### config.mk
export PLATFORM = sky130hd
export DESIGN_NAME = noc_out_port_arbiter
export DESIGN_NICKNAME = d
export VERILOG_FILES = /design/src/rtl/noc_arb_pkg.sv /design/src/rtl/noc_rr_picker.sv /design/src/rtl/noc_out_port_arbiter.sv
export SDC_FILE = /design/constraint.sdc
export NUM_CORES = 1
export LEC_CHECK = 0
export BUFFER_PORTS_ARGS = -buffer_cell sky130_fd_sc_hd__buf_2
export CAP_MARGIN = 20
export CORE_AREA = 2 2 194 196
export DETAILED_ROUTE_END_ITERATION = 10
export DIE_AREA = 0 0 196 198
export SYNTH_ARGS = -nofsm -noshare
export SYNTH_HDL_FRONTEND = slang
export SYNTH_SLANG_ARGS = --single-unit
### constraint.sdc
create_clock -name clk -period 8.3 [get_ports clk]
set_input_delay 0.83 -clock clk [delete_from_list [all_inputs] [get_ports clk]]
set_output_delay 0.83 -clock clk [all_outputs]
set_load 0.1 [all_outputs]
### src/rtl/noc_arb_pkg.sv
// Shared constants and types for the NoC output-port arbiter slice.
package noc_arb_pkg;

    localparam int PORT_N    = 0;
    localparam int PORT_S    = 1;
    localparam int PORT_E    = 2;
    localparam int PORT_W    = 3;
    localparam int PORT_L    = 4;
    localparam int NUM_PORTS = 5;
    localparam int CNT_W     = 32;

    typedef enum logic {
        ARB_IDLE = 1'b0,
        ARB_HOLD = 1'b1
    } arb_state_t;

endpackage

### src/rtl/noc_rr_picker.sv
// Combinational rotate-priority encoder: the first requester after rr_ptr wins.
module noc_rr_picker #(
    parameter int NUM_IN = 5,
    parameter int IDX_W  = 3
) (
    input  logic [NUM_IN-1:0] req,
    input  logic [IDX_W-1:0]  rr_ptr,
    output logic [NUM_IN-1:0] grant,
    output logic [IDX_W-1:0]  idx,
    output logic              any
);

    // NOTE: combinational blocks use blocking '=' and assign every output a
    // default first, so no path leaves a value held and no latch is inferred.
    always_comb begin
        grant = '0;
        idx   = '0;
        any   = 1'b0;
        for (int k = 1; k <= NUM_IN; k++) begin
            for (int i = 0; i < NUM_IN; i++) begin
                if (!any && req[i] && ((int'(rr_ptr) + k) % NUM_IN == i)) begin
                    any      = 1'b1;
                    grant[i] = 1'b1;
                    idx      = IDX_W'(i);
                end
            end
        end
    end

endmodule

### src/rtl/noc_out_port_arbiter.sv
// Round-robin output-port arbiter with registered egress flit and telemetry counters.
// Optional build macro NOC_ARB_LOCAL_PRIORITY_EN gives the Local input strict priority.
module noc_out_port_arbiter #(
    parameter int FLIT_WIDTH = 64,
    parameter int NUM_IN     = noc_arb_pkg::NUM_PORTS,
    parameter int CNT_W      = noc_arb_pkg::CNT_W
) (
    input  logic                         clk,
    input  logic                         reset,
    input  logic [NUM_IN-1:0]            req_valid,
    input  logic [NUM_IN*FLIT_WIDTH-1:0] req_flit,
    output logic [NUM_IN-1:0]            req_ready,
    output logic [FLIT_WIDTH-1:0]        out_flit,
    output logic                         out_valid,
    input  logic                         out_ready,
    output logic [2:0]                   grant_idx,
    output logic [CNT_W-1:0]             flits_out_count,
    output logic [CNT_W-1:0]             stall_bp_count,
    output logic [CNT_W-1:0]             stall_arb_count
);

    import noc_arb_pkg::*;

    localparam int                IDX_W      = 3;
    localparam logic [NUM_IN-1:0] LOCAL_MASK = NUM_IN'(1) << (NUM_IN - 1);

    arb_state_t            state;
    arb_state_t            state_next;
    logic [IDX_W-1:0]      rr_ptr;
    logic [NUM_IN-1:0]     pick_req;
    logic [NUM_IN-1:0]     pick_grant;
    logic [IDX_W-1:0]      pick_idx;
    logic                  pick_any;
    logic                  local_win;
    logic [NUM_IN-1:0]     grant_oh;
    logic [IDX_W-1:0]      grant_sel;
    logic                  load;
    logic                  handshake;
    logic [FLIT_WIDTH-1:0] sel_flit;

    function automatic logic [CNT_W-1:0] sat_inc(input logic [CNT_W-1:0] v);
        return (v == '1) ? v : v + CNT_W'(1);
    endfunction

`ifdef NOC_ARB_LOCAL_PRIORITY_EN
    // Local bypasses the rotation; the picker only ever sees the other inputs.
    assign local_win = req_valid[NUM_IN-1];
    assign pick_req  = req_valid & ~LOCAL_MASK;
`else
    assign local_win = 1'b0;
    assign pick_req  = req_valid;
`endif

    noc_rr_picker #(
        .NUM_IN (NUM_IN),
        .IDX_W  (IDX_W)
    ) u_picker (
        .req    (pick_req),
        .rr_ptr (rr_ptr),
        .grant  (pick_grant),
        .idx    (pick_idx),
        .any    (pick_any)
    );

    assign grant_oh  = local_win ? LOCAL_MASK : pick_grant;
    assign grant_sel = local_win ? IDX_W'(NUM_IN - 1) : pick_idx;
    assign out_valid = (state == ARB_HOLD);
    assign handshake = out_valid && out_ready;

    // NOTE: clocked state uses non-blocking '<=' so every register samples
    // pre-edge values regardless of statement order.
    always_ff @(posedge clk) begin
        if (reset) state <= ARB_IDLE;
        else       state <= state_next;
    end

    always_comb begin
        state_next = state;
        case (state)
            ARB_IDLE: if (load)                  state_next = ARB_HOLD;
            ARB_HOLD: if (out_ready && !load)    state_next = ARB_IDLE;
            default:                             state_next = ARB_IDLE;
        endcase
    end

    // A load is blocked only by a full register that is not draining this cycle.
    always_comb begin
        load      = !reset && (pick_any || local_win) && (state == ARB_IDLE || out_ready);
        req_ready = load ? grant_oh : '0;
    end

    always_comb begin
        sel_flit = '0;
        for (int i = 0; i < NUM_IN; i++) begin
            if (grant_oh[i]) sel_flit = req_flit[i*FLIT_WIDTH +: FLIT_WIDTH];
        end
    end

    always_ff @(posedge clk) begin
        if (reset) begin
            out_flit  <= '0;
            grant_idx <= '0;
            rr_ptr    <= IDX_W'(NUM_IN - 1);
        end else if (load) begin
            out_flit  <= sel_flit;
            grant_idx <= grant_sel;
            if (!local_win) rr_ptr <= grant_sel;
        end
    end

    always_ff @(posedge clk) begin
        if (reset) begin
            flits_out_count <= '0;
            stall_bp_count  <= '0;
            stall_arb_count <= '0;
        end else begin
            if (handshake)
                flits_out_count <= sat_inc(flits_out_count);
            if (out_valid && !out_ready)
                stall_bp_count  <= sat_inc(stall_bp_count);
            if (load && ($countones(req_valid) >= 2))
                stall_arb_count <= sat_inc(stall_arb_count);
        end
    end

endmodule

=== After elaboration in Yosys (flattened, before gate mapping) ===
Cells that the tools add are included.
W data, S select, Z words.

* Bits in registers: 167
* Bits of input ports: 328
* Output and inout port bits: 169
* Word-level logic and storage cells: 225

* $add $sub $neg: 12
* Divide/modulo/power cells: 5
* Order comparisons: 1
* Equal/unequal tests: 23
* Multiplexer cells: 82
* Bitwise gates (word level): 4
* Reductions and logical operators: 91

{| class="wikitable"
|+ Operators with widths
! kind !! number
|-
| $eq A32 B3 Y1 const B || 10
|-
| $mux W64 || 5
|-
| $eq A32 B2 Y1 const B || 5
|-
| $eq A32 B4 Y1 const B || 5
|-
| $logic_not A32 Y1 || 5
|-
| $mod A32 B4 Y32 const B || 5
|-
| $add A32 B1 Y32 const B || 3
|-
| $eq A32 B32 Y1 const B || 3
|-
| $mux W3 || 21
|-
| $logic_and A1 B1 Y1 || 55
|-
| $mux W1 || 52
|-
| $logic_not A1 Y1 || 27
|-
| $add A3 B2 Y4 const B || 2
|-
| $add A3 B3 Y4 const B || 2
|-
| $reduce_and A2 Y1 || 3
|-
| $mux W5 || 1
|-
| $add A1 B1 Y2 || 2
|-
| $add A3 B1 Y4 || 1
|-
| $add A3 B1 Y4 const B || 1
|-
| $ge A4 B2 Y1 const B || 1
|-
| $mux W2 || 2
|-
| $not A1 Y1 || 4
|-
| $add A2 B2 Y3 || 1
|-
| $pmux W1 S2 || 1
|-
| $logic_or A1 B1 Y1 || 1
|}

=== Logic depth before layout (Yosys ltp) ===
* Depth after elaboration: 107
* Mapped depth: 28
* Depth with buffers taken out: 20

=== Cells and area by module ===
A second synthesis with hierarchy kept.

* Cells, all modules: 1,502
* Area, all modules: 11,678.7 um2

{| class="wikitable"
|+ Modules (own cells, without submodules)
! module !! instances !! cells an instance !! area each (um2) !! seq. area each (um2)
|-
| noc_out_port_arbiter || 1 || 1,129 || 9,027.4 || 3,303.2
|-
| noc_rr_picker || 1 || 373 || 2,651.3 || 0.0
|}

=== Least setup slack after synthesis ===
OpenSTA, ideal clock, no wires.

* Kind: register to output
* Start: register grant_idx[0] (netlist name)
* End: output port req_ready[2]
* Data arrival time: 5,845 ps
* Required time: 7,470 ps
* Slack: 1,625 ps
* Cell stages (with the launch flop): 23
* Path buffers: 6
* Cells stage by stage: dfxtp_1 -> buf_4 -> inv_1 -> clkbuf_1 -> buf_1 -> ha_1 -> ha_1 -> clkbuf_1 -> or4b_1 -> a31oi_2 -> nor2_1 -> ha_1 -> nor2b_1 -> a2111o_1 -> and3_1 -> buf_2 -> nor3_1 -> o2111ai_1 -> o21ba_1 -> o211ai_1 -> a21oi_1 -> clkbuf_1 -> and3_1

{| class="wikitable"
|+ RTL lines
! what !! line !! RTL
|-
| to (decl) || noc_out_port_arbiter.sv:12 || <nowiki>output logic [NUM_IN-1:0] req_ready,</nowiki>
|}

==> report_table.html <==
<table>
<tr><th>Metric</th><th>Value</th></tr>
<tr><th colspan="2">Yosys</th></tr>
<tr><td>Number of enable flip-flop cells after synthesis</td><td>0</td></tr>
<tr><td>Post-synthesis xor/xnor area fraction</td><td>6.54%</td></tr>
<tr><td>Biggest area consumer among synthesized cells</td><td>sky130_fd_sc_hd__dfxtp_1</td></tr>
<tr><td>Synthesized instance count</td><td>1440</td></tr>
<tr><td>Synthesized area divided by synthesized cell count</td><td>8.20 sq um</td></tr>
<tr><td>Number of storage elements in the synthesis netlist</td><td>165</td></tr>
<tr><td>Adder-Cell Fraction of Synth Area</td><td>3.56%</td></tr>
<tr><td>Compound-Gate Fraction of Synth Area</td><td>27.5%</td></tr>
<tr><td>Async set or reset register ratio after synthesis</td><td>0%</td></tr>
<tr><td>Commonest cells in the synthesized netlist</td><td>165 x sky130_fd_sc_hd__dfxtp_1, 131 x sky130_fd_sc_hd__nor2_1, 99 x sky130_fd_sc_hd__nor3_1</td></tr>
<tr><td>Post-synth net total</td><td>between 1500 and 2000</td></tr>
<tr><td>Post-synthesis cell area</td><td>0.0118 sq mm</td></tr>
<tr><td>Total number of yosys warnings</td><td>0</td></tr>
<tr><td>Post-synth top area share</td><td>between 20 and 30%</td></tr>
<tr><td>Main area contributors after synthesis</td><td>sky130_fd_sc_hd__dfxtp_1 28%, sky130_fd_sc_hd__a22o_1 5.0%, sky130_fd_sc_hd__nor3_1 4.2%</td></tr>
<tr><td>Portion of netlist area occupied by mux cells</td><td>just over 2%</td></tr>
<tr><td>Number of distinct library cells after synthesis</td><td>101</td></tr>
<tr><td>Cell with the most instances after synthesis</td><td>sky130_fd_sc_hd__dfxtp_1</td></tr>
<tr><td>Post-synthesis sequential area ratio</td><td>28.0%</td></tr>
<tr><td>Simple-gate area share of the yosys netlist</td><td>a little over a quarter</td></tr>
<tr><td>Combinational family with the most area after synthesis</td><td>compound AO/OA/AOI/OAI gates</td></tr>
<tr><td>Most common flop cell mapped by yosys</td><td>sky130_fd_sc_hd__dfxtp_1</td></tr>
<tr><th colspan="2">Die</th></tr>
<tr><td>Area of the die</td><td>0.0388 sq mm</td></tr>
<tr><td>Core Box Area</td><td>0.0370 sq mm</td></tr>
<tr><td>IO Count</td><td>497</td></tr>
<tr><td>Placement row count</td><td>71</td></tr>
<tr><td>Chip Height</td><td>~200 microns</td></tr>
<tr><td>Starting density of the core</td><td>32.0%</td></tr>
<tr><td>Die Wd</td><td>196 microns</td></tr>
<tr><th colspan="2">Hold path</th></tr>
<tr><td>Type of the worst min-delay path</td><td>flip-flop to flip-flop</td></tr>
<tr><th colspan="2">Final layout</th></tr>
<tr><td>Area added between synthesis and finish</td><td>28.0%</td></tr>
<tr><td>Filler cell count</td><td>3756</td></tr>
<tr><td>Utilization of the core after routing</td><td>40.9%</td></tr>
<tr><td>Total number of nets in the final design</td><td>2233</td></tr>
<tr><td>Fraction of final layout cells sized beyond drive strength 1</td><td>33.8%</td></tr>
<tr><th colspan="2">Critical path</th></tr>
<tr><td>Critical Path End Type</td><td>output port</td></tr>
<tr><td>Critical path start-end classification</td><td>flip-flop to output port</td></tr>
<tr><td>Worst Path Max Fanout</td><td>29</td></tr>
<tr><td>Required time reported for the critical path endpoint</td><td>7470 ps</td></tr>
<tr><td>Startpoint kind of the worst setup timing path</td><td>flip-flop</td></tr>
<tr><td>WP data arrival</td><td>roughly 6900 ps</td></tr>
<tr><th colspan="2">Power and ir drop</th></tr>
<tr><td>Leakage Power</td><td>6.51 nW</td></tr>
<tr><td>Peak VDD IR</td><td>413 uV</td></tr>
<tr><td>Pwr/cell area</td><td>about 460 mW/mm^2</td></tr>
<tr><th colspan="2">STA</th></tr>
<tr><td>Number of endpoints failing setup at the final stage</td><td>0</td></tr>
<tr><td>Worst clock skew</td><td>12.1 ps</td></tr>
<tr><td>Tightest slew margin relative to the limit</td><td>19.0%</td></tr>
<tr><td>Min Clock Period, post-route</td><td>7690 ps</td></tr>
<tr><td>Post-route fraction of the period consumed by the critical path</td><td>92.6%</td></tr>
<tr><td>Fmax achieved</td><td>0.130 GHz</td></tr>
<tr><td>Number of hold-slack violations in the final timing report</td><td>0</td></tr>
<tr><td>Max-slew violation count</td><td>0</td></tr>
<tr><td>Slew of the pin with the lowest slew margin</td><td>1180 ps</td></tr>
<tr><td>Setup Total Neg Slack</td><td>0 ps</td></tr>
<tr><td>RSZ-0062 raised after global routing</td><td>no</td></tr>
<tr><th colspan="2">Clocking</th></tr>
<tr><td>Root buffer cell</td><td>sky130_fd_sc_hd__clkbuf_16</td></tr>
<tr><td>Number of clock sinks</td><td>165</td></tr>
<tr><td>Clock-pin slew reported for the worst setup and hold paths after clock tree synthesis</td><td>~70 ps</td></tr>
<tr><td>Post CTS Setup Buffer Count</td><td>0</td></tr>
<tr><td>Total CTS buffers</td><td>17</td></tr>
<tr><td>Worst-skew pair later-pin latency</td><td>460 ps</td></tr>
<tr><td>Maximum count of clock buffers along a single path</td><td>2</td></tr>
<tr><td>CTS HTree Levels</td><td>4</td></tr>
<tr><td>Clock tree from TritonCTS</td><td>built</td></tr>
<tr><th colspan="2">Global route</th></tr>
<tr><td>GR Overflow Total</td><td>0</td></tr>
<tr><td>Wire length of the first global-routing pass</td><td>approximately 73000 microns</td></tr>
<tr><td>Pin count of the biggest net entering global routing</td><td>89</td></tr>
<tr><td>Via count of the first global-routing pass</td><td>12571</td></tr>
<tr><td>Antenna violations before repair</td><td>22</td></tr>
<tr><td>All-layer global routing usage</td><td>24.3%</td></tr>
<tr><th colspan="2">Route</th></tr>
<tr><td>Initial DRC Count</td><td>roughly 960</td></tr>
<tr><td>First-pass detailed-route iteration total</td><td>5</td></tr>
<tr><td>Final routed wire length divided by cell count</td><td>20.7 microns</td></tr>
<tr><td>Routed via count</td><td>approximately 13000</td></tr>
<tr><td>Remaining design rule violation count</td><td>0</td></tr>
<tr><td>Routed wire length</td><td>49000 microns</td></tr>
<tr><td>Remaining antenna violation count</td><td>0</td></tr>
<tr><td>Via density per instance</td><td>between 5 and 6</td></tr>
<tr><th colspan="2">Place</th></tr>
<tr><td>Estimated wirelength of the detail-placed design</td><td>36800 microns</td></tr>
<tr><td>Placer Congestion</td><td>0.871</td></tr>
<tr><td>Count of input and output buffers</td><td>496</td></tr>
<tr><th colspan="2">Run</th></tr>
<tr><td>Maximum Capacitance Violations</td><td>0</td></tr>
<tr><th colspan="2">Status</th></tr>
<tr><td>Run status</td><td>finished clean</td></tr>
</table>
==> registers in the layout (all words and copies together) (netlist names) <==
register and cells:
flits_out_count 32, grant_idx 3, out_flit 64, out_valid 1, rr_ptr 1, stall_arb_count 32
stall_bp_count 32
==> path summary, 6_finish.rpt <==
kind	start	endpoint	slack, ps	cells past startpoint
setup / recovery	grant_idx[0]	req_ready[4]	610	18
hold / removal	stall_arb_count[28]	stall_arb_count[28]	500	2
setup reg to reg	grant_idx[1]	out_flit[2]	1000	20
hold reg to reg	stall_arb_count[28]	stall_arb_count[28]	500	2
==> critical path, stage by stage, from the launching register on <==
cell and delay [ps]:
sky130_fd_sc_hd__dfxtp_2 760, sky130_fd_sc_hd__ha_2 510, sky130_fd_sc_hd__xnor2_4 210, sky130_fd_sc_hd__inv_2 200, sky130_fd_sc_hd__ha_1 350, sky130_fd_sc_hd__or4b_1 600
sky130_fd_sc_hd__a31oi_2 260, sky130_fd_sc_hd__nor2_1 170, sky130_fd_sc_hd__ha_1 300, sky130_fd_sc_hd__nor2b_1 180, sky130_fd_sc_hd__a2111o_1 390, sky130_fd_sc_hd__and3_1 260
sky130_fd_sc_hd__mux2_2 290, sky130_fd_sc_hd__nand3_1 70, sky130_fd_sc_hd__nor4_1 560, sky130_fd_sc_hd__nor2_1 180, sky130_fd_sc_hd__nand2_1 290, sky130_fd_sc_hd__and3_1 310
sky130_fd_sc_hd__buf_2 470
==> where the power goes <==
| group | leakage, nW | internal [W] | switching [W] | total, W |
|---|---|---|---|---|
| logic | 4.88 | 0.00155 | 0.00348 | 0.00503 |
| registers | 1.35 | 0.000963 | 0.000108 | 0.00107 |
| clock network | 0.277 | 0.000461 | 0.000364 | 0.000825 |
| total | 6.51 | 0.00297 | 0.00395 | 0.00693 |
==> logic make-up (layout without fill, tap and decap cells) <==
family / after synthesis / after routing
and+or+nand+nor: 591 / 591
AOI/OAI and AO/OA: 399 / 399
DFF: 165 / 165
buffers and inverters: 146 / 591
xor gates and xnor gates: 84 / 84
adders and majority gates: 33 / 33
muxes: 22 / 22
other: 0 / 3
==> cells in the final DEF, fill, tap and decap left out, types with 7 or more instances in the layout <==
cell / netlist / routed
sky130_fd_sc_hd__and3_1: 34 / 34
sky130_fd_sc_hd__a31oi_1: 9 / 9
sky130_fd_sc_hd__nand4_1: 18 / 18
sky130_fd_sc_hd__inv_1: 36 / 36
sky130_fd_sc_hd__nand2_1: 82 / 80
sky130_fd_sc_hd__a211oi_1: 7 / 7
sky130_fd_sc_hd__a2111oi_1: 16 / 17
sky130_fd_sc_hd__and2_1: 71 / 71
sky130_fd_sc_hd__o21ai_0: 44 / 44
sky130_fd_sc_hd__a22o_1: 67 / 67
sky130_fd_sc_hd__nor2_1: 131 / 131
sky130_fd_sc_hd__o22ai_1: 69 / 69
sky130_fd_sc_hd__buf_2: 29 / 495
sky130_fd_sc_hd__a2111oi_2: 32 / 32
sky130_fd_sc_hd__nor4_1: 22 / 22
sky130_fd_sc_hd__xnor2_1: 41 / 41
sky130_fd_sc_hd__mux2i_1: 14 / 14
sky130_fd_sc_hd__xor2_1: 41 / 41
sky130_fd_sc_hd__nand3_1: 48 / 48
sky130_fd_sc_hd__nor2b_1: 10 / 10
sky130_fd_sc_hd__a2111oi_0: 19 / 18
sky130_fd_sc_hd__nor3_1: 99 / 99
sky130_fd_sc_hd__dfxtp_1: 165 / 164
sky130_fd_sc_hd__a21oi_1: 44 / 42
sky130_fd_sc_hd__or2_2: 7 / 7
sky130_fd_sc_hd__nand2b_1: 11 / 11
sky130_fd_sc_hd__buf_4: 13 / 23
sky130_fd_sc_hd__or3_1: 23 / 23
sky130_fd_sc_hd__ha_1: 32 / 31
sky130_fd_sc_hd__o211ai_1: 10 / 10
sky130_fd_sc_hd__clkbuf_16: 0 / 17
==> layer usage <==
metal / track usage (%) / up-vias / share of wire [%]
li1: - / 6279 / -
met1: 29.6 / 6256 / 40
met2: 39.3 / 629 / 46
met3: 8.93 / 108 / 10
met4: 9.01 / 30 / 2.9
met5: 0 / - / 0.38
==> per-stage QoR <==
stage	worst slack, ps	instances	hold WS (ps)	total power (W)	cell area [sq um]
floorplan	1630	1440	755	0.00505	11800
global placement	1260	2327	479	0.00604	14500
detailed placement	1080	2327	492	0.00608	14500
CTS	571	2359	503	0.00693	15100
global route	115	2361	515	0.00733	15100
finish	615	2362	499	0.00693	15100
==> timing repair <==
action,CTS,global route
resized for setup,0,1
endpoints found under the hold margin,0,0
endpoints found under the setup margin,0,2
hold buffers,0,0
==> layout make-up <==
type / instances / area, sq um / area share (%)
sequential: 165 / 3300 / 21.8
inverter: 40 / 153 / 1.01
clock inverter: 10 / 123 / 0.811
timing repair buffer: 519 / 2660 / 17.6
multi-input combinational: 1129 / 7820 / 51.7
antenna: 3 / 7.51 / 0.0496
clock buffer: 22 / 464 / 3.07
tap: 474 / 593 / 3.92
No activity file was read; power rests on OpenSTA's default activity.
